**config.mk**
```make
export PLATFORM = sky130hd
export DESIGN_NAME = spiking_activation_array_flat
export DESIGN_NICKNAME = d
export VERILOG_FILES = /design/src/rtl/spiking_activation_array_pkg.sv /design/src/rtl/spiking_activation_array_if.sv /design/src/rtl/spiking_activation_array_lif_channel.sv /design/src/rtl/spiking_activation_array.sv /design/src/flat_wrapper.sv
export SDC_FILE = /design/constraint.sdc
export NUM_CORES = 1
export LEC_CHECK = 0
export CELL_PAD_IN_SITES_DETAIL_PLACEMENT = 0
export CELL_PAD_IN_SITES_GLOBAL_PLACEMENT = 1
export CORE_MARGIN = 3
export CORE_UTILIZATION = 46
export CTS_CLUSTER_SIZE = 12
export DETAILED_ROUTE_END_ITERATION = 6
export HOLD_SLACK_MARGIN = 0.12
export PLACE_DENSITY = 0.88
export SYNTH_ARGS = -nofsm -noshare
export SYNTH_HDL_FRONTEND = slang
export SYNTH_HIERARCHICAL = 1
export SYNTH_SLANG_ARGS = --single-unit
```
**constraint.sdc**
```tcl
create_clock -name clk -period 13.5 [get_ports clk]
set_input_delay 2.7 -clock clk [delete_from_list [all_inputs] [get_ports clk]]
set_output_delay 2.7 -clock clk [all_outputs]
set_load 0.05 [all_outputs]
```
**src/rtl/spiking_activation_array_pkg.sv**
```systemverilog
// Shared definitions for the spiking activation array.
//   - state_t      : FSM encoding (ST_INTEGRATE accepts timesteps, ST_OUTPUT presents counts)
//   - RST_ZERO / RST_SUBTRACT : post-spike membrane rule encodings
//   - sat_signed() : clamps a wide signed value into the signed range of a given width
package spiking_activation_array_pkg;

  typedef enum logic {
    ST_INTEGRATE = 1'b0,
    ST_OUTPUT    = 1'b1
  } state_t;

  localparam int RST_ZERO     = 0;
  localparam int RST_SUBTRACT = 1;

  // Working width of the saturate helper; callers sign-extend into it and
  // take the low bits of the result.
  localparam int SAT_WIDE = 64;

  function automatic logic signed [SAT_WIDE-1:0] sat_signed(
    input logic signed [SAT_WIDE-1:0] value,
    input int                         width
  );
    logic signed [SAT_WIDE-1:0] max_val;
    logic signed [SAT_WIDE-1:0] min_val;
    max_val = (64'sd1 <<< (width - 1)) - 64'sd1;
    min_val = -(64'sd1 <<< (width - 1));
    if (value > max_val) begin
      return max_val;
    end else if (value < min_val) begin
      return min_val;
    end
    return value;
  endfunction

endpackage

```
**src/rtl/spiking_activation_array_if.sv**
```systemverilog
// Handshake/bus bundle of the spiking activation array.
//   master : producer/consumer side (drives currents, threshold, clear, out_ready)
//   slave  : the activation stage (drives in_ready, spikes, spike_valid, out_valid, counts)
// Channel i of in_current / spike_counts sits at [i*WIDTH +: WIDTH].
interface spiking_activation_array_if
  import spiking_activation_array_pkg::*;
#(
  parameter int DATA_WIDTH   = 16,
  parameter int NUM_CHANNELS = 4,
  parameter int COUNT_WIDTH  = 8
) ();

  logic                                  clear_state;
  logic                                  in_valid;
  logic                                  in_ready;
  logic [NUM_CHANNELS*DATA_WIDTH-1:0]    in_current;
  logic [DATA_WIDTH-1:0]                 threshold;
  logic [NUM_CHANNELS-1:0]               spikes;
  logic                                  spike_valid;
  logic                                  out_valid;
  logic                                  out_ready;
  logic [NUM_CHANNELS*COUNT_WIDTH-1:0]   spike_counts;

  modport master (
    output clear_state, in_valid, in_current, threshold, out_ready,
    input  in_ready, spikes, spike_valid, out_valid, spike_counts
  );

  modport slave (
    input  clear_state, in_valid, in_current, threshold, out_ready,
    output in_ready, spikes, spike_valid, out_valid, spike_counts
  );

endinterface

```
**src/rtl/spiking_activation_array_lif_channel.sv**
```systemverilog
// lif_channel: one leaky integrate-and-fire neuron.
//   clk, rst   : clock, synchronous active-high reset
//   enable     : accept one timestep (integrate, fire, update)
//   clear      : zero membrane and count (wins over enable)
//   current    : signed input current for this timestep
//   threshold  : signed firing threshold
//   spike      : combinational fire decision for the current timestep
//   count      : saturating spike count
module lif_channel
  import spiking_activation_array_pkg::*;
#(
  parameter int DATA_WIDTH  = 16,
  parameter int COUNT_WIDTH = 8,
  parameter int RESET_MODE  = 0,
  parameter int LEAK_SHIFT  = 0
) (
  input  logic                         clk,
  input  logic                         rst,
  input  logic                         enable,
  input  logic                         clear,
  input  logic signed [DATA_WIDTH-1:0] current,
  input  logic signed [DATA_WIDTH-1:0] threshold,
  output logic                         spike,
  output logic [COUNT_WIDTH-1:0]       count
);

  // Two guard bits cover v - leak + cur and v_raw - threshold without overflow.
  localparam int WIDE = DATA_WIDTH + 2;
  localparam logic [COUNT_WIDTH-1:0] COUNT_MAX = '1;

  logic signed [DATA_WIDTH-1:0] v_reg, v_next, v_raw;
  logic [COUNT_WIDTH-1:0]       count_reg, count_next;
  logic signed [WIDE-1:0]       v_ext, cur_ext, thr_ext, leak, v_sum, v_resid;
  logic signed [SAT_WIDE-1:0]   v_raw_sat, v_resid_sat;
  logic                         sat_unused;

  always_comb begin
    v_ext   = {{2{v_reg[DATA_WIDTH-1]}}, v_reg};
    cur_ext = {{2{current[DATA_WIDTH-1]}}, current};
    thr_ext = {{2{threshold[DATA_WIDTH-1]}}, threshold};

    // A zero shift would leave the full membrane as "leak", so 0 means no leak.
    if (LEAK_SHIFT == 0) begin
      leak = '0;
    end else begin
      leak = v_ext >>> LEAK_SHIFT;
    end

    v_sum     = v_ext - leak + cur_ext;
    v_raw_sat = sat_signed({{(SAT_WIDE-WIDE){v_sum[WIDE-1]}}, v_sum}, DATA_WIDTH);
    v_raw     = v_raw_sat[DATA_WIDTH-1:0];

    spike = (v_raw >= threshold);

    v_resid     = {{2{v_raw[DATA_WIDTH-1]}}, v_raw} - thr_ext;
    v_resid_sat = sat_signed({{(SAT_WIDE-WIDE){v_resid[WIDE-1]}}, v_resid}, DATA_WIDTH);

    v_next     = v_reg;
    count_next = count_reg;
    if (enable) begin
      if (spike) begin
        if (RESET_MODE == RST_SUBTRACT) begin
          v_next = v_resid_sat[DATA_WIDTH-1:0];
        end else begin
          v_next = '0;
        end
        if (count_reg != COUNT_MAX) begin
          count_next = count_reg + COUNT_WIDTH'(1);
        end
      end else begin
        v_next = v_raw;
      end
    end
  end

  // Upper bits of the saturate results are pure sign extension.
  assign sat_unused = ^{v_raw_sat[SAT_WIDE-1:DATA_WIDTH], v_resid_sat[SAT_WIDE-1:DATA_WIDTH]};

  always_ff @(posedge clk) begin
    if (rst) begin
      v_reg     <= '0;
      count_reg <= '0;
    end else if (clear) begin
      v_reg     <= '0;
      count_reg <= '0;
    end else begin
      v_reg     <= v_next;
      count_reg <= count_next;
    end
  end

  assign count = count_reg;

endmodule

```
**src/rtl/spiking_activation_array.sv**
```systemverilog
// spiking_activation_array: multi-channel integrate-and-fire activation stage.
// Integrates one current vector per accepted timestep; after TIMESTEPS accepts
// it presents per-channel saturating spike counts until the downstream takes them.
//   clk, rst : clock, synchronous active-high reset
//   bus      : slave side of spiking_activation_array_if
//              (clear_state, in_valid/in_ready/in_current/threshold,
//               spikes/spike_valid, out_valid/out_ready/spike_counts)
module spiking_activation_array
  import spiking_activation_array_pkg::*;
#(
  parameter int DATA_WIDTH   = 16,
  parameter int NUM_CHANNELS = 4,
  parameter int COUNT_WIDTH  = 8,
  parameter int TIMESTEPS    = 8,
  parameter int RESET_MODE   = 0,
  parameter int LEAK_SHIFT   = 0
) (
  input  logic                       clk,
  input  logic                       rst,
  spiking_activation_array_if.slave  bus
);

  localparam int T_W = (TIMESTEPS > 1) ? $clog2(TIMESTEPS) : 1;
  localparam logic [T_W-1:0] T_LAST = T_W'(TIMESTEPS - 1);

  state_t                              state_reg, state_next;
  logic [T_W-1:0]                      t_reg, t_next;
  logic                                in_ready_int;
  logic                                out_valid_int;
  logic                                accept;
  logic                                out_fire;
  logic                                chan_clear;
  logic [NUM_CHANNELS-1:0]             spike_vec;
  logic [NUM_CHANNELS-1:0]             spikes_reg;
  logic                                spike_valid_reg;
  logic [NUM_CHANNELS*COUNT_WIDTH-1:0] counts_flat;

  // Handshake readiness comes only from the state register.
  assign in_ready_int  = (state_reg == ST_INTEGRATE);
  assign out_valid_int = (state_reg == ST_OUTPUT);

  // An input coinciding with clear_state is dropped.
  assign accept     = bus.in_valid && in_ready_int && !bus.clear_state;
  assign out_fire   = out_valid_int && bus.out_ready;
  assign chan_clear = bus.clear_state || out_fire;

  always_comb begin
    state_next = state_reg;
    t_next     = t_reg;
    if (bus.clear_state) begin
      state_next = ST_INTEGRATE;
      t_next     = '0;
    end else begin
      case (state_reg)
        ST_INTEGRATE: begin
          if (accept) begin
            if (t_reg == T_LAST) begin
              t_next     = '0;
              state_next = ST_OUTPUT;
            end else begin
              t_next = t_reg + T_W'(1);
            end
          end
        end
        ST_OUTPUT: begin
          if (out_fire) begin
            state_next = ST_INTEGRATE;
          end
        end
        default: state_next = ST_INTEGRATE;
      endcase
    end
  end

  always_ff @(posedge clk) begin
    if (rst) begin
      state_reg       <= ST_INTEGRATE;
      t_reg           <= '0;
      spikes_reg      <= '0;
      spike_valid_reg <= 1'b0;
    end else begin
      state_reg <= state_next;
      t_reg     <= t_next;
      if (bus.clear_state) begin
        spikes_reg      <= '0;
        spike_valid_reg <= 1'b0;
      end else begin
        spike_valid_reg <= accept;
        if (accept) begin
          spikes_reg <= spike_vec;
        end
      end
    end
  end

  generate
    for (genvar gi = 0; gi < NUM_CHANNELS; gi++) begin : g_chan
      lif_channel #(
        .DATA_WIDTH  (DATA_WIDTH),
        .COUNT_WIDTH (COUNT_WIDTH),
        .RESET_MODE  (RESET_MODE),
        .LEAK_SHIFT  (LEAK_SHIFT)
      ) u_chan (
        .clk       (clk),
        .rst       (rst),
        .enable    (accept),
        .clear     (chan_clear),
        .current   (bus.in_current[gi*DATA_WIDTH +: DATA_WIDTH]),
        .threshold (bus.threshold),
        .spike     (spike_vec[gi]),
        .count     (counts_flat[gi*COUNT_WIDTH +: COUNT_WIDTH])
      );
    end
  endgenerate

  assign bus.in_ready     = in_ready_int;
  assign bus.out_valid    = out_valid_int;
  assign bus.spikes       = spikes_reg;
  assign bus.spike_valid  = spike_valid_reg;
  assign bus.spike_counts = counts_flat;

endmodule
```
**src/flat_wrapper.sv**
```systemverilog
// flat-port wrapper written by rule: the top's interface ports become plain ports
module spiking_activation_array_flat import spiking_activation_array_pkg::*;
#(
  parameter int DATA_WIDTH   = 16,
  parameter int NUM_CHANNELS = 4,
  parameter int COUNT_WIDTH  = 8,
  parameter int TIMESTEPS    = 8,
  parameter int RESET_MODE   = 0,
  parameter int LEAK_SHIFT   = 0
)
  (clk, rst, bus_clear_state, bus_in_valid, bus_in_current, bus_threshold, bus_out_ready, bus_in_ready, bus_spikes, bus_spike_valid, bus_out_valid, bus_spike_counts);
  spiking_activation_array_if #(.DATA_WIDTH(DATA_WIDTH), .NUM_CHANNELS(NUM_CHANNELS), .COUNT_WIDTH(COUNT_WIDTH)) bus_i ();
  input  logic clk;
  input  logic rst;
  input wire logic [$bits(bus_i.clear_state)-1:0] bus_clear_state;
  input wire logic [$bits(bus_i.in_valid)-1:0] bus_in_valid;
  input wire logic [$bits(bus_i.in_current)-1:0] bus_in_current;
  input wire logic [$bits(bus_i.threshold)-1:0] bus_threshold;
  input wire logic [$bits(bus_i.out_ready)-1:0] bus_out_ready;
  output wire logic [$bits(bus_i.in_ready)-1:0] bus_in_ready;
  output wire logic [$bits(bus_i.spikes)-1:0] bus_spikes;
  output wire logic [$bits(bus_i.spike_valid)-1:0] bus_spike_valid;
  output wire logic [$bits(bus_i.out_valid)-1:0] bus_out_valid;
  output wire logic [$bits(bus_i.spike_counts)-1:0] bus_spike_counts;
  assign bus_i.clear_state = bus_clear_state;
  assign bus_i.in_valid = bus_in_valid;
  assign bus_i.in_current = bus_in_current;
  assign bus_i.threshold = bus_threshold;
  assign bus_i.out_ready = bus_out_ready;
  assign bus_in_ready = bus_i.in_ready;
  assign bus_spikes = bus_i.spikes;
  assign bus_spike_valid = bus_i.spike_valid;
  assign bus_out_valid = bus_i.out_valid;
  assign bus_spike_counts = bus_i.spike_counts;
  spiking_activation_array #(.DATA_WIDTH(DATA_WIDTH), .NUM_CHANNELS(NUM_CHANNELS), .COUNT_WIDTH(COUNT_WIDTH), .TIMESTEPS(TIMESTEPS), .RESET_MODE(RESET_MODE), .LEAK_SHIFT(LEAK_SHIFT)) u_core (.clk(clk), .rst(rst), .bus(bus_i));
endmodule
```
* After elaboration in Yosys (flattened, before gate mapping)
Index checks and enable logic that the tools add are counted.
** Operators by class
- Order comparisons :: 12
- Bitwise logic cells :: 1
- Add/sub/neg operators :: 9
- Reductions and logical operators :: 12
- Muxes and demuxes :: 29
- Eq/ne operators :: 5
** Operators by type and width (count)
- 2-to-1 mux 16 bit :: 16
- adder 16 x 16 -> 17 bit :: 4
- greater-than comparator 17 x 16 -> 1 bit, second input constant :: 4
- < comparator 17 x 16 -> 1 bit, second input constant :: 4
- >= comparator 16 bit :: 4
- adder 8 x 1 -> 8 bit, second input constant :: 4
- inequality test 8 bit, second input constant :: 4
- AND reduction 3 bit :: 4
- 2-to-1 mux 1 bit :: 11
- OR reduction 2 bit :: 2
- adder 3 x 1 -> 3 bit, second input constant :: 1
- == test 3 bit, second input constant :: 1
- logical AND 1 bit :: 3
- 2-to-1 mux 3 bit :: 1
- one-hot mux 1 bit (2 select lines) :: 1
- AND reduction 2 bit :: 1
- zero test 1 bit :: 1
- logical OR 1 bit :: 1
- NOT 1 bit :: 1
** Storage, ports and cells
- Word-level logic and storage cells :: 80
- Output and inout port bits :: 39
- Flip-flop bits (word level) :: 105

* Longest topological paths before layout
- Depth in word-level cells :: 7
- Gate-level depth with buffers :: 21

* Modules after synthesis
The synthesis kept the hierarchy.
** Modules (own cells, without submodules)
- lif_channel (u_core.g_chan[0].u_chan ...) :: seq. area each 480.5 µm², instances 3, area each 2349.8 µm², cells each 272
- lif_channel (u_core.g_chan[1].u_chan) :: seq. area each 480.5 µm², instances 1, area each 2409.8 µm², cells each 326
- spiking_activation_array :: seq. area each 180.2 µm², instances 1, area each 394.1 µm², cells each 45

* Worst setup path before layout
Ideal clock, no wire load.
- Path kind :: input to register
- Start :: in bus_in_current[16]
- End :: reg u_core.g_chan[1].u_chan.v_reg[10]
- Library setup time :: 0.081 ns
- Buffers on the path :: 1
- Arrival :: 6.996 ns
- Stages on the path :: 19
- Slack :: 6.423 ns
- Cell sequence :: ha_1 > inv_1 > fa_1 > nand2b_1 > a21oi_1 > o2111ai_1 > and4_1 > o311ai_2 > a21oi_1 > clkbuf_1 > o21ai_0 > ha_1 > a211oi_1 > o21ai_0 > a22o_1 > or4_1 > a21oi_1 > nand3_1 > o211ai_1
** Between the ends
- Word-level cells in the longest chain between the ends :: 7
- Elaborated cells on any way between the ends :: 9
** Ends and longest elaborated chain
- start, declared :: line flat_wrapper.sv:17 : input wire logic [$bits(bus_i.in_current)-1:0] bus_in_current;
- adder 16 x 16 -> 17 bit * :: line spiking_activation_array_lif_channel.sv:49 : v_sum = v_ext - leak + cur_ext;
- < comparator 17 x 16 -> 1 bit :: line spiking_activation_array_pkg.sv:29 : end else if (value < min_val) begin
- 2-to-1 mux 1 bit :: line spiking_activation_array_pkg.sv:29
- 2-to-1 mux 1 bit :: line spiking_activation_array_pkg.sv:27 : if (value > max_val) begin
- 2-to-1 mux 16 bit * :: line spiking_activation_array_pkg.sv:32 : return value;
- >= comparator 16 bit :: line spiking_activation_array_lif_channel.sv:53 : spike = (v_raw >= threshold);
- 2-to-1 mux 16 bit * :: line spiking_activation_array_lif_channel.sv:61 : if (spike) begin
- end signal, assigned :: line spiking_activation_array_lif_channel.sv:87 : v_reg <= v_next;
- end, declared :: line spiking_activation_array_lif_channel.sv:31 : logic signed [DATA_WIDTH-1:0] v_reg, v_next, v_raw;
Mark *: on every way between the ends. The rest lies on a longest branch, timed or not.
A chain may end at the register's enable or synchronous reset.

* Worst setup path in the final report
- Start :: in bus_in_current[22]
- End :: reg u_core.g_chan[1].u_chan.count_reg[5]
** Between the ends
- Word-level cells in the longest chain between the ends :: 7
- Elaborated cells on any way between the ends :: 9
** Ends and longest elaborated chain
- adder 16 x 16 -> 17 bit * :: line spiking_activation_array_lif_channel.sv:49
- < comparator 17 x 16 -> 1 bit :: line spiking_activation_array_pkg.sv:29
- 2-to-1 mux 1 bit :: line spiking_activation_array_pkg.sv:29
- 2-to-1 mux 1 bit :: line spiking_activation_array_pkg.sv:27
- 2-to-1 mux 16 bit * :: line spiking_activation_array_pkg.sv:32
- >= comparator 16 bit * :: line spiking_activation_array_lif_channel.sv:53
- AND reduction 3 bit (no line) *
- end signal, assigned :: line spiking_activation_array_lif_channel.sv:88 : count_reg <= count_next;
- end, declared :: line spiking_activation_array_lif_channel.sv:32 : logic [COUNT_WIDTH-1:0] count_reg, count_next;
Marked as above.

==> summary.md <==
| Metric | Value |
|---|---|
| Status | complete, no violations |
| Initial drt markers | approximately 400 |
| Synth area leaders | dfxtp_1, ha_1, xnor2_1 |
| Final net count | 1511 |
| Initial antenna violation count | 0 |
| Buf/Inv on CP | 2 |
| Synth cell types | 69 |
| DRC Markers | 0 |
| Max reg flops | 64 |
| Core area | ~21000 um2 |
| Detailed Place HPWL | 19890 um |
| Setup slack on the worst flop-to-flop path | 8.00 ns |
| Setup crit end kind | flop |
| Synthesized area | 9853 um2 |
| Antenna-violating nets left | 0 |
| Clk_skew | 0.005808 ns |
| Crit path DAT | roughly 8 ns |
| Final Cycle Share | 58.93% |
| Count leader, synth | ha_1 |
| Yosys Warn Count | 6 |
| Min cycle time layout | 7.955 ns |
| Sw Share | between 30% and 40% |
| Clock-pin slew on the worst setup and hold paths | 0.07 ns |
| CTS Buffer Depth | 2 |
| Layout cell share with drive strength beyond 1 | 7.811% |
| Syn Area/Cell | 8.301 um2 |
| Largest family of logic cells by synthesized area | compound AO/OA/AOI/OAI gates |
| Max-slew violation count | 0 |
| Fin cells | 1563 |
| Multiplexer share of the synthesized area | less than 1% |
| Fin Setup TNS | 0 ns |
| Number of global-route vias before repair | 8504 |
| Wire per inst | 16.13 um |
| Ports | 124 |
| Slew HR | a little under a third |
| Die outline width | roughly 150 um |
| Syn_nets | 1410 |
| Clock group share of total power | 29.1% |
| Number of synthesized flops with an enable pin | 0 |
| Clock latency at the later pin of the worst-skew pair | around 0.35 ns |
| Global route total overflow | 0 |
| Area growth, synth to finish | 17.12% |
| Fmax | around 130 MHz |
| Hold Crit Class | reg2reg |
| RePlAce Congestion | just under 0.9 |
| Overall routing resource usage | between 20% and 30% |
| Share of power burned in registers | 37.5% |
| Synth Area in Simple Gates | 17.94% |
| Starting Density | a little under half |
| Worst VDD drop | ~46 uV |
| Die Y | roughly 150 um |
| Internal power | 565.8 uW |
| Critical path peak fanout | 31 |
| # resized after CTS | 0 |
| Slowest cell on the critical path | a21oi_1 |
| Cell Rows | 52 |
| CP Cell Sequence | clkdlybuf4s50_1 > ha_1 > a2111oi_0 > nor4_1 > a21oi_1 > o31ai_1 > xor2_2 > buf_4 > a21oi_1 > o21ai_0 > ha_1 > nand4_1 > or4_4 > a21oi_2 > nor4_4 > or4_4 > or4_1 > o21ai_0 |
| Worst-Margin Slew | 1.041 ns |
| P_sw | 286.6 uW |
| Leakage | 0.004896 uW |
| Setup Buffers After CTS | 0 |
| Drt total wl | approximately 25000 um |
| CTS tree | done |
| Largest net degree at the start of global routing | 32 |
| Synth top area share | 21.33% |
| Final setup viols | 0 |
| Yosys top cell by area | dfxtp_1 |
| Commonest cells in the netlist | ha_1, inv_1, dfxtp_1, nand2_1, nor2_1 |
| 1st-pass router iterations | 5 |
| Post-Synth Adder-Cell Area | 21.68% |
| Area share of xor/xnor cells in the synthesized design | 7.073% |
| Routed via count | 8814 |
| Max Cap Viol | 0 |
| Cell count after synthesis | 1187 |
| Sequential element share of the synthesized area | between 20% and 30% |
| Ys flop type | dfxtp_1 |
| # diodes | 0 |
| Delay-heaviest family, CP | compound AO/OA/AOI/OAI gates |
| Placed cells | 1547 |
| Vias per cell | around 5.6 |
| Worst endpoint required time | between 10 and 15 ns |
| Crit Path Class | in2reg |
| Place WS | between 5 and 6 ns |
| First-pass GRT wire length | 41730 um |
| PwrDens | 73.86 nW/um2 |
| Clock Sinks | 105 |
| Hold_buf cts | 0 |
| Die ar. | 23210 um2 |
| CTS H-Tree Depth | 3 |
| IO Port Bufs | ~120 |
| Startpoint types | input pin |
| Endpoints failing hold | 0 |
| Logic pwr share | roughly a third |
| Max incr delay on CP | just under 0.7 ns |
| Complex-gate fraction of the synthesized area | 25.24% |
| Total CTS buffers | 9 |
| Asr flop ratio synth | 0% |
| #FFs+latches synth | 105 |
| Final worst setup slack | about 5.5 ns |
| Root Buffer | clkbuf_16 |
| RSZ-0062 raised after global routing | no |
## layout by cell type (no fill, tap or decap), drive strengths merged, types with 5 or more instances in the layout
master and count:
a211oi 22, a21boi 6, a21o 34, a21oi 86
a22o 31, a31oi 16, a32oi 5, and3 23
clkbuf 11, clkdlybuf4s50 123, dfxtp 105, ha 134
inv 113, maj3 36, mux2i 5, nand2 88
nand2b 10, nand3 39, nand4 21, nor2 85
nor2b 16, nor3 6, nor4 17, o211ai 21
o21a 12, o21ai 51, o311ai 16, o31ai 12
or2 12, or4 5, xnor2 58, xor2 19
## logic make-up after synthesis
family,count (synthesis)
multiplexers,5
AO/OA/AOI/OAI,334
AND/OR/NAND/NOR,343
flip-flops,105
buffers and inverters,149
XOR/XNOR,77
adder cells (fa/ha/maj),174
## metal layers
layer / vias up / track usage (%) / wire (um)
li1: 4522 / - / -
met1: 4068 / 29.55 / 12290
met2: 191 / 34.55 / 11350
met3: 33 / 2.442 / 938
met4: 0 / 6.550 / 640
met5: - / 0 / 0
## power groups by stage
stage               registers (uW)  clock network, uW  logic, uW
finish                         319                248        285
global placement               327                  0        279
floorplan                      330                  0        198
detailed placement             327                  0        284
CTS                            319                255        285
global route                   320                266        320
## final timing paths
kind,start,to,cells after the start
max reg2reg,u_core/g_chan[1].u_chan/v_reg[6],u_core/g_chan[1].u_chan/count[5],17
max,bus_in_current[22],u_core/g_chan[1].u_chan/count[5],18
min,u_core/g_chan[2].u_chan/v_reg[0],u_core/g_chan[2].u_chan/v_reg[0],2
min reg2reg,u_core/g_chan[2].u_chan/v_reg[0],u_core/g_chan[2].u_chan/v_reg[0],2
## final cells by class
class                   instances  area, um2
inverters                     113      424.2
fillers                      1931       9085
flip-flops and latches        105       2102
repair buffers                126       1254
well taps                     270      337.8
multi-input cells             933       7148
clock buffers                  11      242.7
clock inverters                 5      31.28
## per-stage QoR
step	hold WS, ns	total power, uW	instance area [um2]	util [%]
floorplan	0.4292	528.6	9853	-
global placement	0.4439	605.6	11270	54.62
detailed placement	0.4505	610.2	11270	54.62
CTS	0.4680	859.6	11540	55.95
global route	0.4843	906.1	11540	55.95
finish	0.4669	852.4	11540	55.95
## worst reg2reg max path: stages (launching register included)
cell,delay (ns)
dfxtp_1,0.32
ha_1,0.36
a2111oi_0,0.54
nor4_1,0.12
a21oi_1,0.25
o31ai_1,0.15
xor2_2,0.16
buf_4,0.24
a21oi_1,0.69
o21ai_0,0.22
ha_1,0.35
nand4_1,0.13
or4_4,0.55
a21oi_2,0.20
nor4_4,0.09
or4_4,0.56
or4_1,0.42
o21ai_0,0.08
Power figures use the tool's default switching activity.
